`config.mk`:
```
export PLATFORM = sky130hd
export DESIGN_NAME = ram_dp_clr
export DESIGN_NICKNAME = d
export VERILOG_FILES = /design/src/rtl/ram_pkg.sv /design/src/rtl/ram_lane.sv /design/src/rtl/ram_dp_clr.sv
export SDC_FILE = /design/constraint.sdc
export NUM_CORES = 2
export LEC_CHECK = 0
export CORE_MARGIN = 3
export CORE_UTILIZATION = 55
export DETAILED_ROUTE_END_ITERATION = 7
export GPL_ROUTABILITY_DRIVEN = 0
export PLACE_DENSITY = 0.7
export SYNTH_ARGS = -nofsm -noshare
export SYNTH_HDL_FRONTEND = slang
export SYNTH_HIERARCHICAL = 1
export SYNTH_SLANG_ARGS = --single-unit
export TNS_END_PERCENT = 100
```
`constraint.sdc`:
```
create_clock -name clk -period 12.8 [get_ports clk]
set_input_delay 1.92 -clock clk [delete_from_list [all_inputs] [get_ports clk]]
set_output_delay 1.92 -clock clk [all_outputs]
set_load 0.01 [all_outputs]
```
`src/rtl/ram_pkg.sv`:
```
// Shared constants and clear-FSM state encoding for the dual-port clearable RAM.
package ram_pkg;

    localparam int DEF_ADDR_BITS = 9;
    localparam int DEF_DATA_BITS = 8;
    localparam int DEF_LANES     = 1;

    typedef enum logic [1:0] {
        IDLE  = 2'd0,
        CLEAR = 2'd1,
        DONE  = 2'd2
    } clr_state_t;

endpackage

```
`src/rtl/ram_lane.sv`:
```
// One lane of storage: single write port, asynchronous read port.
module ram_lane #(
    parameter int ADDR_BITS = 9,
    parameter int WIDTH     = 8
) (
    input  logic                 clk,
    input  logic                 we,
    input  logic [ADDR_BITS-1:0] wr_addr,
    input  logic [WIDTH-1:0]     wr_data,
    input  logic [ADDR_BITS-1:0] rd_addr,
    output logic [WIDTH-1:0]     rd_data
);

    logic [WIDTH-1:0] mem [2**ADDR_BITS];

    always_ff @(posedge clk) begin
        if (we) begin
            mem[wr_addr] <= wr_data;
        end
    end

    assign rd_data = mem[rd_addr];

endmodule

```
`src/rtl/ram_dp_clr.sv`:
```
// Dual-port lane-writable RAM with a sequential whole-array clear.
// Define RAM_OUT_REG_EN for a second output register stage (latency 2).
module ram_dp_clr
    import ram_pkg::*;
#(
    parameter int                        ADDR_BITS = DEF_ADDR_BITS,
    parameter int                        DATA_BITS = DEF_DATA_BITS,
    parameter int                        LANES     = DEF_LANES,
    parameter logic [DATA_BITS-1:0]      CLR_VALUE = '0
) (
    input  logic                 clk,
    input  logic                 rst,
    input  logic                 wr_n,
    input  logic [ADDR_BITS-1:0] wr_addr,
    input  logic [LANES-1:0]     wr_lane_en,
    input  logic [DATA_BITS-1:0] data_in,
    input  logic                 rd_en,
    input  logic [ADDR_BITS-1:0] rd_addr,
    output logic [DATA_BITS-1:0] data_out,
    output logic                 data_valid,
    input  logic                 clr_start,
    output logic                 clr_busy,
    output logic                 clr_done
);

    localparam int                   LW   = DATA_BITS / LANES;
    localparam logic [ADDR_BITS-1:0] LAST = '1;

    clr_state_t           state;
    clr_state_t           state_nxt;
    logic [ADDR_BITS-1:0] cnt;
    logic                 user_wr;
    logic [DATA_BITS-1:0] rd_word;

    always_comb begin
        state_nxt = state;
        clr_busy  = 1'b0;
        clr_done  = 1'b0;
        unique case (state)
            IDLE: begin
                if (clr_start) state_nxt = CLEAR;
            end
            CLEAR: begin
                clr_busy = 1'b1;
                if (cnt == LAST) state_nxt = DONE;
            end
            DONE: begin
                clr_done  = 1'b1;
                state_nxt = IDLE;
            end
            default: state_nxt = IDLE;
        endcase
    end

    // A clear request in IDLE takes priority over a coincident write.
    assign user_wr = !wr_n && (state != CLEAR) &&
                     !((state == IDLE) && clr_start);

    always_ff @(posedge clk) begin
        if (rst) begin
            state <= IDLE;
            cnt   <= '0;
        end else begin
            state <= state_nxt;
            if (state == IDLE) begin
                cnt <= '0;
            end else if (state == CLEAR) begin
                cnt <= cnt + ADDR_BITS'(1);
            end
        end
    end

    for (genvar i = 0; i < LANES; i++) begin : g_lane
        logic          we;
        logic [ADDR_BITS-1:0] addr;
        logic [LW-1:0] wdata;
        logic [LW-1:0] arr;
        logic          fwd;

        // Reset stops the clear before the current entry is touched.
        assign we    = clr_busy ? !rst : (user_wr && wr_lane_en[i]);
        assign addr  = clr_busy ? cnt : wr_addr;
        assign wdata = clr_busy ? CLR_VALUE[i*LW +: LW] : data_in[i*LW +: LW];
        assign fwd   = user_wr && wr_lane_en[i] && (wr_addr == rd_addr);

        assign rd_word[i*LW +: LW] = clr_busy ? CLR_VALUE[i*LW +: LW] :
                                     fwd      ? data_in[i*LW +: LW]   : arr;

        ram_lane #(
            .ADDR_BITS(ADDR_BITS),
            .WIDTH    (LW)
        ) u_lane (
            .clk    (clk),
            .we     (we),
            .wr_addr(addr),
            .wr_data(wdata),
            .rd_addr(rd_addr),
            .rd_data(arr)
        );
    end

    logic [DATA_BITS-1:0] q1;
    logic                 v1;

    always_ff @(posedge clk) begin
        if (rst) begin
            q1 <= '0;
            v1 <= 1'b0;
        end else begin
            v1 <= rd_en;
            if (rd_en) q1 <= rd_word;
        end
    end

`ifdef RAM_OUT_REG_EN
    logic [DATA_BITS-1:0] q2;
    logic                 v2;

    always_ff @(posedge clk) begin
        if (rst) begin
            q2 <= '0;
            v2 <= 1'b0;
        end else begin
            v2 <= v1;
            if (v1) q2 <= q1;
        end
    end

    assign data_out   = q2;
    assign data_valid = v2;
`else
    assign data_out   = q1;
    assign data_valid = v1;
`endif

endmodule

```
# Word-level counts from Yosys, hierarchy flattened

Memories as Yosys holds them, arrays and structs flattened.
Index checks and enable logic that the tools add are counted.

$add $sub $neg: 1
Reduce and logical (&&, ||, !) cells: 11
Equal/unequal tests: 7
Multiplexer cells: 12

Operators by type and width:

| cell                  | count |
|---|---|
| $mux W8               | 3 |
| $add A9 B1 Y9 const B | 1 |
| $eq A9 B9 Y1          | 1 |
| $eq A9 B9 Y1 const B  | 1 |
| $mux W9               | 1 |
| $logic_and A1 B1 Y1   | 5 |
| $mux W1               | 5 |
| $mux W2               | 2 |
| $ne A2 B2 Y1 const B  | 2 |
| $pmux W2 S2           | 1 |
| $logic_not A1 Y1      | 3 |
| $eq A2 B1 Y1 const B  | 1 |
| $eq A2 B2 Y1 const B  | 1 |
| $logic_not A2 Y1      | 1 |
| $ne A2 B1 Y1 const B  | 1 |
| $reduce_and A2 Y1     | 1 |
| $reduce_or A2 Y1      | 1 |

Word-level logic and storage cells: 36
Memories kept: 1
Output and inout bits: 11
Bits in registers: 20
Bits of input ports: 32
Memory bits (writable): 4,096

Memory list:

| name                 | words | bits a word | rd ports | clocked after memory_dff | write ports | line           | text |
|---|---|---|---|---|---|---|---|
| g_lane[0].u_lane.mem | 512   | 8           | 1        | 0                        | 1           | ram_lane.sv:14 | `logic [WIDTH-1:0] mem [2**ADDR_BITS];` |

# Logic depth before layout (Yosys ltp)

Depth in word-level cells: 8
Depth in mapped cells: 14
Depth with buffers taken out: 9

# Hierarchy

The synthesis kept the hierarchy.

Modules (own cells, without submodules):

| module     | area an instance (µm²) | seq. area each (µm²) | times used | cells an instance |
|---|---|---|---|---|
| ram_lane   | 159,767.0              | 122,998.0            | 1          | 8,022 |
| ram_dp_clr | 1,356.3                | 400.4                | 1          | 169 |

# Least setup slack after synthesis

Ideal clock, no wire load.

Path kind: input to register
Start: input port data_in[0]
End: memory g_lane[0].u_lane.mem[0][0], data pin
Stages on the path: 1
Library setup time: 1.538 ns
Path buffers: 0
Arrival time: 8.328 ns
Data required time: 11.262 ns
Path slack: 2.933 ns
Path through: and2_1

Longest elaborated chain between the ends: 1

Ends and longest elaborated chain:

| item            | line             | text |
|---|---|---|
| start, declared | ram_dp_clr.sv:16 | `input logic [DATA_BITS-1:0] data_in,` |
| $mux W8         | ram_dp_clr.sv:83 | `assign wdata = clr_busy ? CLR_VALUE[i*LW +: LW] : data_in[i*LW +: LW];` |
| end, declared   | ram_lane.sv:14   |  |

Every way passes these cells.

# Worst setup path in the final report

Start: input port rd_addr[0]
End: register q1[2], in the netlist data_out[2]

Elaborated cells on any way between the ends: 5
Those cells by class: 1 x eq/ne; 2 x mux; 1 x reduce/logical; 1 x memory

RTL lines:

| item                 | line              | text |
|---|---|---|
| start, declared      | ram_dp_clr.sv:18  | `input logic [ADDR_BITS-1:0] rd_addr,` |
| $mem_v2 Z512 W8      | n/a               |  |
| via g_lane[0].arr[2] | ram_dp_clr.sv:77  | `logic [LW-1:0] arr;` |
| $mux W8              | ram_dp_clr.sv:87  | `fwd ? data_in[i*LW +: LW] : arr;` |
| $mux W8              | ram_dp_clr.sv:86  | `assign rd_word[i*LW +: LW] = clr_busy ? CLR_VALUE[i*LW +: LW] :` |
| end signal, assigned | ram_dp_clr.sv:111 | `if (rd_en) q1 <= rd_word;` |
| end, declared        | ram_dp_clr.sv:102 | `logic [DATA_BITS-1:0] q1;` |

The timed path passes the listed nets, and every way through them passes these cells.
A chain may end at the register's enable or synchronous reset.

==> summary.txt <==
Sequential area share after synthesis: 0.766
Startpoint Class: input pin
Die X: 547 um
Routed vias: 83.8k
CORE AREA: 291,000 um2
Family with the most delay on the worst path: buffers and inverters
Setup crit end kind: register
Synth top area share: 0.763
Placed Instances: 11.7k
Total Wirelength: 406 mm
Max-Cap Viols: 1
Worst path slowest cell: buf_4
Synthesized net count: 8,225
Share of layout cells above drive strength 1: 0.165
Worst hold path type: register to register
YS warnings: 6
Maximum VDD drop: 0.151 mV
DR iter-0 viols: 12.0k
CTS tree: yes
Clock Tree Root: clkbuf_16
Hold Vio Cnt, Final: 0
Final worst path period share: 0.500
Num Clock Sinks: 4,116
Clock-pin slew on the worst setup and hold paths: 0.06 ns
WP data required: 13.61 ns
Worst relative slew slack: -0.0136
Final net count: 8,291
Area grow syn2layout: 10.6%
Initial core utilization: 0.553
Crit path arrival time: 7.21 ns
RSZ-0062 raised after global routing: no
I/O Pins: 43
Setup tns final: 0 ns
WP buf/inv: 4
Post-synth top flop: edfxtp_1
Fin util: 0.612
Worst-Margin Slew: 1.51 ns
Fmax achieved: 156 MHz
Failing checks: capacitance limit, slew limit
Yosys top cell by area: edfxtp_1
Die Footprint: 299,000 um2
Fin crit period: 6.40 ns
P_leak: 56.7 nW
Critical path, cell by cell: buf_16, buf_4, buf_4, buf_4, mux4_2, o22ai_1, a22oi_1, nand4_1, nand2_1, o2111a_1, a32oi_1, nand3_1
Port Buf Inserts: 42
Vias in the first global route: 82.0k
CP max FO: 100
Max-slew violation count: 2
Endpoints failing setup: 0
Crit path largest cell delay: 0.88 ns
Commonest cells in the netlist: 4,096 x edfxtp_1, 797 x mux2i_1, 654 x mux4_2
Synth Cell Area: 161,000 um2
Count of cell types in the netlist: 61
Residual DRC count: 0
Largest net degree at the start of global routing: 222
Hold WS: 0.500 ns
Site Rows: 198
1st-pass router iterations: 6
Crit Path Category: input pin to register
CP dominant cell by count: buf_4
Setup Buffers After CTS: 0
Die Y: 547 um
Vias per inst: 6.70
Layout Cells excl Fill: 12.5k
Antenna viol nets, final: 0
CTS hold repair buffers: 0
DR WL/cell: 32.5 um
Initial antenna violation count: 17
Async SR Flop Fraction: 0
PD cells: 158 nW/um2
Synth area leaders: edfxtp_1 76%, mux4_2 9.1%, mux2i_1 5.0%
Worst-skew pair later-pin latency: 0.97 ns
H-tree depth: 5
First-pass GRT wire length: 588 mm
Most frequent cell after synthesis: edfxtp_1
Tot GR Track Use: 0.268
CTS resizes: 0
Seq cells post-synth: 4,116
Grt ovf: 0
DP HPWL: 238 mm
Final Skew: 0.0683 ns
Status: finished, violations left
Clock buffer depth: 4
Avg Synthesized Cell Area: 19.7 um2
Mapped Cells: 8,191
Num CTS Buffers: 410
Post-synth EDFFs: 4,096
[worst min-delay path: stages (launching register included)]
cell and delay (ns):
dfxtp_1 0.33, nand2_1 0.07, a21oi_1 0.05
[worst paths after layout]
path / start / endpoint / slack, ns / cells past startpoint
worst max-delay path: rd_addr[0] / data_out[2] / 6.40 / 12
worst min-delay path: cnt[8] / cnt[8] / 0.50 / 2
worst max register to register: state[0] / g_lane[0].u_lane/mem[124][0] / 7.65 / 8
worst min register to register: cnt[8] / cnt[8] / 0.50 / 2
[through the flow]
stage | power, mW | area, um2 | setup slack (ns)
4_1_cts | 28.2 | 178000 | 6.53
2_1_floorplan | 16.2 | 161000 | 2.93
6_report | 28.1 | 178000 | 6.40
3_3_place_gp | 16.6 | 165000 | 5.55
5_1_grt | 28.9 | 178000 | 6.17
3_5_place_dp | 16.6 | 165000 | 5.49
[power breakdown]
part | total [mW] | switching (mW) | internal (mW)
sequential | 14.9 | 0.00995 | 14.9
clock | 11.8 | 5.05 | 6.71
combinational | 1.41 | 0.993 | 0.416
total | 28.1 | 6.05 | 22.0
[cells by family after synthesis]
family	after synthesis	share of synthesized area
mux	1451	0.141
fa+ha+maj	2	0.000155
flops	4116	0.766
xor+xnor	14	0.000761
buf+inv	528	0.0189
simple gates	1076	0.0294
compound gates	1004	0.0440
[metal layers]
layer  GRT usage  share of wire
met4       0.107          0.045
met1       0.386           0.38
met2       0.406           0.47
met3      0.0569           0.11
met5           0       0.000069
[registers in the layout (all words and copies together), names as in the netlist]
signal and count:
g_lane.u_lane/mem 4096, cnt 9, data_out 8, state 2, data_valid 1
[placed cells by master, fill, tap and decap left out, types with 34 or more instances in the layout]
cell type / instances
nor2_1: 606
clkbuf_16: 413
nor4_1: 34
o22ai_1: 163
clkdlybuf4s50_1: 37
nand3_1: 43
clkinv_2: 67
o21ai_0: 120
edfxtp_1: 4096
a21oi_1: 198
nor3_1: 110
o221ai_1: 371
nand4_1: 45
mux4_2: 654
nand2_1: 131
a22oi_1: 61
clkbuf_1: 84
mux2i_1: 797
clkinv_1: 97
bufinv_16: 36
buf_4: 111
[area by class of cell]
| cell class | instances | area (um2) |
|---|---|---|
| Multi-Input combinational cell | 3547 | 34900 |
| Tap cell | 3900 | 4880 |
| Sequential cell | 4116 | 123000 |
| Clock inverter | 243 | 2490 |
| Antenna cell | 13 | 32.5 |
| Timing Repair Buffer | 177 | 1760 |
| Inverter | 5 | 31.3 |
| Clock buffer | 503 | 10700 |
| Fill cell | 20000 | 113000 |
Note: power is estimated with default switching activity, not from simulation.
